==> config.mk <==
export PLATFORM = sky130hd
export DESIGN_NAME = vmem_responder
export DESIGN_NICKNAME = d
export VERILOG_FILES = /design/src/rtl/vmem_responder.sv
export SDC_FILE = /design/constraint.sdc
export NUM_CORES = 1
export LEC_CHECK = 0
export CORE_AREA = 2 2 161 163
export CTS_CLUSTER_SIZE = 28
export DETAILED_ROUTE_END_ITERATION = 16
export DIE_AREA = 0 0 163 165
export PLACE_DENSITY = 0.79
export SLEW_MARGIN = 20
export SYNTH_ARGS = -nofsm -noshare
export SYNTH_HDL_FRONTEND = slang
export SYNTH_SLANG_ARGS = --single-unit
export TNS_END_PERCENT = 20
==> constraint.sdc <==
create_clock -name i_clk -period 4.7 [get_ports i_clk]
set_input_delay 0.94 -clock i_clk [delete_from_list [all_inputs] [get_ports i_clk]]
set_output_delay 0.94 -clock i_clk [all_outputs]
set_load 0.03 [all_outputs]
==> src/rtl/vmem_responder.sv <==
// vmem_responder: memory-side responder for the core's fetch and load/store port.
// It accepts one request at a time over a valid/ready handshake. After a fixed
// LATENCY it performs a single word access on the memory port and returns the
// result over a second valid/ready handshake.
//
// Ports
//   i_clk, i_rst        clock; synchronous active-low reset
//   i_req_*             request channel (valid/ready, addr, wen, wdata, wmask)
//   o_req_ready         responder can accept a request (combinational)
//   o_resp_*            response channel (valid, rdata, wen echo), registered
//   i_resp_ready        initiator consumes the response
//   o_busy              high in any state other than IDLE
//   o_mem_*_c           memory access strobe and payload for the
//                       npc_vmem_read/npc_vmem_write functions (combinational)
//   i_mem_rdata         word returned by npc_vmem_read for o_mem_addr_c
module vmem_responder #(
  parameter int unsigned LATENCY = 2,
  parameter int unsigned DATA_W  = 64
) (
  input  logic              i_clk,
  input  logic              i_rst,
  input  logic              i_req_valid,
  output logic              o_req_ready,
  input  logic [63:0]       i_req_addr,
  input  logic              i_req_wen,
  input  logic [DATA_W-1:0] i_req_wdata,
  input  logic [7:0]        i_req_wmask,
  output logic              o_resp_valid,
  input  logic              i_resp_ready,
  output logic [DATA_W-1:0] o_resp_rdata,
  output logic              o_resp_wen,
  output logic              o_busy,
  output logic              o_mem_en_c,
  output logic              o_mem_we_c,
  output logic [63:0]       o_mem_addr_c,
  output logic [DATA_W-1:0] o_mem_wdata_c,
  output logic [7:0]        o_mem_wmask_c,
  input  logic [DATA_W-1:0] i_mem_rdata
);

  localparam int unsigned CNT_W = 4;
  localparam logic [CNT_W-1:0] CNT_LOAD = CNT_W'(LATENCY - 1);

  localparam logic [1:0] S_IDLE = 2'd0;
  localparam logic [1:0] S_WAIT = 2'd1;
  localparam logic [1:0] S_RESP = 2'd2;

  logic [1:0]        r_state;
  logic [1:0]        w_state_nxt;
  logic [CNT_W-1:0]  r_cnt;
  logic [63:0]       r_addr;
  logic              r_wen;
  logic [DATA_W-1:0] r_wdata;
  logic [7:0]        r_wmask;
  logic              r_resp_valid;
  logic [DATA_W-1:0] r_resp_rdata;
  logic              r_resp_wen;

  logic              w_accept;
  logic              w_access;
  logic              w_use_req;
  logic [63:0]       w_addr_sel;

  // Handshake qualifiers; reset masks both acceptance and the memory access.
  assign o_req_ready = i_rst && (r_state == S_IDLE);
  assign w_accept    = o_req_ready && i_req_valid;

  // The access happens on the edge where the counter reaches zero; with
  // LATENCY=1 that is the accept edge itself, so the live request is used.
  assign w_access  = i_rst && ((w_accept && (CNT_LOAD == '0)) ||
                               ((r_state == S_WAIT) && (r_cnt <= CNT_W'(1))));
  assign w_use_req = (r_state == S_IDLE);

  // Memory port: word-aligned address, payload from the request or the latch.
  assign w_addr_sel    = w_use_req ? i_req_addr : r_addr;
  assign o_mem_en_c    = w_access;
  assign o_mem_we_c    = w_use_req ? i_req_wen   : r_wen;
  assign o_mem_addr_c  = w_addr_sel & ~64'd7;
  assign o_mem_wdata_c = w_use_req ? i_req_wdata : r_wdata;
  assign o_mem_wmask_c = w_use_req ? i_req_wmask : r_wmask;

  assign o_resp_valid = r_resp_valid;
  assign o_resp_rdata = r_resp_rdata;
  assign o_resp_wen   = r_resp_wen;
  assign o_busy       = (r_state != S_IDLE);

  // Next-state logic.
  always_comb begin
    w_state_nxt = r_state;
    case (r_state)
      S_IDLE: if (w_accept) w_state_nxt = (CNT_LOAD == '0) ? S_RESP : S_WAIT;
      S_WAIT: if (w_access) w_state_nxt = S_RESP;
      S_RESP: if (i_resp_ready) w_state_nxt = S_IDLE;
      default: w_state_nxt = S_IDLE;
    endcase
  end

  // State register.
  always_ff @(posedge i_clk) begin
    if (!i_rst) r_state <= S_IDLE;
    else        r_state <= w_state_nxt;
  end

  // Request latch, latency counter and response registers.
  always_ff @(posedge i_clk) begin
    if (!i_rst) begin
      r_cnt        <= '0;
      r_addr       <= '0;
      r_wen        <= 1'b0;
      r_wdata      <= '0;
      r_wmask      <= '0;
      r_resp_valid <= 1'b0;
      r_resp_rdata <= '0;
      r_resp_wen   <= 1'b0;
    end else begin
      if (w_accept) begin
        r_addr  <= i_req_addr;
        r_wen   <= i_req_wen;
        r_wdata <= i_req_wdata;
        r_wmask <= i_req_wmask;
        r_cnt   <= CNT_LOAD;
      end else if ((r_state == S_WAIT) && (r_cnt != '0)) begin
        r_cnt <= r_cnt - CNT_W'(1);
      end

      if (w_access) begin
        r_resp_valid <= 1'b1;
        r_resp_wen   <= o_mem_we_c;
        r_resp_rdata <= o_mem_we_c ? '0 : i_mem_rdata;
      end else if ((r_state == S_RESP) && i_resp_ready) begin
        r_resp_valid <= 1'b0;
      end
    end
  end

endmodule
* After elaboration in Yosys (flattened, before gate mapping)
Cells that the tools add are included.
** Storage, ports and cells
- Bits in registers :: 209
- Word-level logic and storage cells :: 44
- Output and inout port bits :: 206
- Input bits :: 205
** Cells by class
- $lt $le $gt $ge :: 1
- Equal/unequal tests :: 5
- Mux-type cells :: 13
- Reduce and logical (&&, ||, !) cells :: 13
- Bitwise gates (word level) :: 1
- Add/subtract/negate cells :: 1
** Operators with widths (number)
- 64-bit two-way mux :: 3
- 8-bit two-way mux :: 1
- 1-bit logical AND :: 6
- 2-bit two-way mux :: 3
- 2-bit != test, second input constant :: 3
- 2-bit one-hot mux with 3 select lines :: 1
- 2-bit nonzero test :: 3
- 1-bit two-way mux :: 5
- 4-bit by 1-bit <= comparator with 1-bit output, second input constant :: 1
- 4-bit nonzero test :: 1
- 4-bit by 1-bit subtractor with 4-bit output, second input constant :: 1
- 3-bit AND reduction :: 1
- 2-bit by 1-bit == test with 1-bit output, second input constant :: 1
- 2-bit == test, second input constant :: 1
- 2-bit zero test :: 1
- 2-bit OR reduction :: 1
- 1-bit NOT :: 1

* Depth between registers and ports, before layout
- Depth in word-level cells :: 5
- Depth in mapped cells :: 8
- Gate-level depth less buffers :: 5

* Worst setup path after synthesis
No wires, ideal clock.
- Kind :: register to output
- From :: register r_state[1]
- To :: output o_req_ready
- Path slack :: 2.006 ns
- Required time :: 3.760 ns
- Buffers on the path :: 3
- Data arrival time :: 1.754 ns
- Stages on the path, launching flop included :: 7
- Cells stage by stage :: dfxtp_1 -> nor2_1 -> clkbuf_1 -> buf_2 -> buf_2 -> inv_1 -> nor2_1
** On the way
- Word-level cells in the longest chain between the ends :: 2
** Ends and longest elaborated chain
- from (decl) :: line 48 : logic [1:0] r_state;
- from (signal assigned) :: line 101 : else r_state <= w_state_nxt;
- 2-bit zero test :: line 65 : assign o_req_ready = i_rst && (r_state == S_IDLE);
- 1-bit logical AND :: line 65
- to (decl) :: line 23 : output logic o_req_ready,
Every way passes these cells.

* Final worst setup path
- From :: register r_state[0]
- To :: output o_mem_addr_c[50]
** On the way
- Word-level cells in the longest chain between the ends :: 2
** Ends and longest elaborated chain
- 2-bit zero test :: line 72 : assign w_use_req = (r_state == S_IDLE);
- 64-bit two-way mux :: line 75 : assign w_addr_sel = w_use_req ? i_req_addr : r_addr;
- to (decl) :: line 35 : output logic [63:0] o_mem_addr_c,
Every way passes these cells.

==> run metrics <==
Worst R2R Path Depth=4; hold path startpoint=r_wdata[27]; via count=8,120; Crit Reg-Reg Endpoint=r_wdata[28]; die height=165 um; CTS tree=done; Peak VDD IR=0.000331 V; post-layout power=5810 uW; average routed wire per standard cell=19.0 um; Core Util, Final=0.553; Netlist Area Pre-Place=8790 sq um; 1st-pass router iterations=5; total track usage=0.196; GPL Wtd Cong=0.747; unrepaired setup endpoints after global routing=no; TritonCTS buffer count=24; worst setup path category=reg -> out; power density over the cells=419 nW/um^2; Tcrit/Tclk final=0.798; first-pass GRT wire length=42.9 mm; pin count of the biggest net entering global routing=133; FF+latch count, synth=206; number of cells on the worst hold path=1; post-synthesis cell count=810; final hold vios=0; post-layout min period=3.75 ns; drt first-iter violations=546; clk_skew=0.00608 ns; CTS sink count=206; Min-Delay Path Class=reg -> reg; worst-path maximum fanout=54; diode count=0; Avg Synthesized Cell Area=10.9 sq um; Leakage=0.00518 uW; row cnt=58; IO Pins=411; top cells by area, synth=dfxtp_1 47%, mux2_2 17%, a22o_1 13%; number of max-cap violations=0; Worst Setup Start Kind=flop; Port Buf Inserts=404; DP HPWL=18.8 mm; Setup Viol. Count Final=0; Multi-input gate area=4240 sq um; DIE WIDTH=163 um; filler instances=2,138; clk buf depth=3; GRT overflow=0; Layout Nets=1,362; post-synthesis async set-or-reset flop share=0; synthesis-to-finish area growth=57.5%; Synth area leader=dfxtp_1; root buffer cell=clkbuf_16; postcts setup bufs=0; count of different cell masters after synthesis=28; share of cells above drive strength 1=0.166; CP Data Required Time=3.76 ns; fin. max-slew vios=0; reg-to-reg critical path startpoint=r_state[0]; r2r setup slk=2.26 ns; via/cell ratio=5.42; setup TNS=0 ns; Worst-Margin Slew=0.878 ns; Clock transition at path regs=0.05 ns; YS warnings=0; worst rel slew slack=0.415; Reg area=4120 sq um; CP Capture Type=output port; arrival time at the worst endpoint=2.81 ns; vias in the first global route=7,907; antenna violations before repair=0; Hold Buf Count CTS=0; status=completed; Routed WL=28.5 mm; post-cts resize count=0; Core Area=25,000 sq um; number of synthesized flops with an enable pin=0; Worst Hold End=r_wdata[27]; Most used DFF post-synth=dfxtp_1; Routed Antenna Nets=0; # DRC=0; Synth top area share=0.469; sequential area share after synthesis=0.469; highest clock rate=267 MHz; Skew-Pair Late Insertion Delay=0.50 ns; htree depth=1; Initial Util=0.351; DIE AREA=26,900 sq um
-- Yosys cell counts, types with 3 or more instances --
cell type / instances
a21oi_1: 3
a22o_1: 134
buf_1: 12
buf_2: 23
buf_4: 3
buf_6: 3
clkbuf_1: 59
dfxtp_1: 206
ha_1: 3
inv_1: 9
mux2_2: 134
nand2_1: 64
nor2_1: 5
o21ai_0: 3
o311ai_0: 64
o31ai_1: 67
or3_1: 3
or4_1: 3
-- through the flow --
stage / instance area (sq um) / hold WS [ns] / instances / setup slack [ns]
after floorplan: 8800 / 0.438 / 812 / 2.01
after global placement: 13000 / 0.452 / 1458 / 1.18
after detailed placement: 13000 / 0.450 / 1458 / 1.16
after CTS: 13800 / 0.472 / 1499 / 0.714
after global routing: 13800 / 0.481 / 1499 / 0.805
final: 13800 / 0.466 / 1499 / 0.950
-- report_power, final --
group / total (uW) / leakage (uW) / switching, uW / internal [uW]
clock: 1990 / 0.000415 / 739 / 1250
sequential: 1960 / 0.00169 / 73.1 / 1890
combinational: 1860 / 0.00308 / 1020 / 842
total: 5810 / 0.00518 / 1830 / 3980
-- metal layers --
layer | vias to the layer above | part of all wire | track usage
li1 | 3822 | - | -
met1 | 3897 | 0.39 | 0.237
met2 | 348 | 0.48 | 0.332
met3 | 53 | 0.099 | 0.0650
met4 | 0 | 0.024 | 0.0595
met5 | - | 0 | 0
-- flip-flops by register name (all words and copies together) (netlist names), 2 cells and up --
| name | cells |
|---|---|
| r_state | 2 |
| r_wdata | 64 |
| r_cnt | 4 |
| r_addr | 61 |
| o_resp_rdata | 64 |
| r_wmask | 8 |
-- cell families after synthesis --
logic type / Yosys count / synth area share
other cells: 1 / 0.000427
buf+inv: 109 / 0.0536
mux: 134 / 0.172
fa+ha+maj: 3 / 0.00427
compound gates: 276 / 0.263
simple gates: 81 / 0.0383
flops: 206 / 0.469
-- cell type report --
cell class                      instances  share of cell area
Multi-Input combinational cell        497               0.306
Inverter                                9             0.00244
Clock buffer                           30              0.0494
Clock inverter                         11              0.0121
Timing Repair Buffer                  416               0.302
Sequential cell                       206               0.298
Tap cell                              330              0.0298
-- worst max-delay path by stage --
stage | cells after the start | startpoint | to
final | 4 | r_state[0] | o_mem_addr_c[50]
after global routing | 4 | r_state[1] | o_mem_wdata_c[41]
after CTS | 4 | r_cnt[3] | o_mem_en_c
after detailed placement | 5 | i_rst | r_wdata[1]
after global placement | 5 | i_rst | r_wdata[27]
after floorplan | 6 | r_state[1] | o_req_ready
-- cell usage in the layout (no fill, tap or decap), drive strengths merged --
| master | count |
|---|---|
| clkdlybuf4s50 | 403 |
| dfxtp | 206 |
| mux2 | 134 |
| a22o | 134 |
| o31ai | 67 |
| nand2 | 64 |
| o311ai | 64 |
| clkbuf | 30 |
| buf | 13 |
| inv | 10 |
| nor2 | 5 |
| bufinv | 4 |
| clkinv | 4 |
| o21ai | 3 |
| or4 | 3 |
| ha | 3 |
| conb | 3 |
| or3 | 3 |
| a21oi | 3 |
| nand3 | 2 |
| a21boi | 2 |
| clkinvlp | 2 |
| or2 | 1 |
| nand2b | 1 |
| and3 | 1 |
| nor3b | 1 |
| o311a | 1 |
| o211ai | 1 |
| o211a | 1 |
-- critical path, cell delays in order (launching register included) --
cell             delay [ns]
dfxtp_1                0.36
nor2_4                 0.53
buf_12                 0.35
mux2_2                 0.39
clkdlybuf4s50_1        0.62
(Power assumes the default switching activity.)
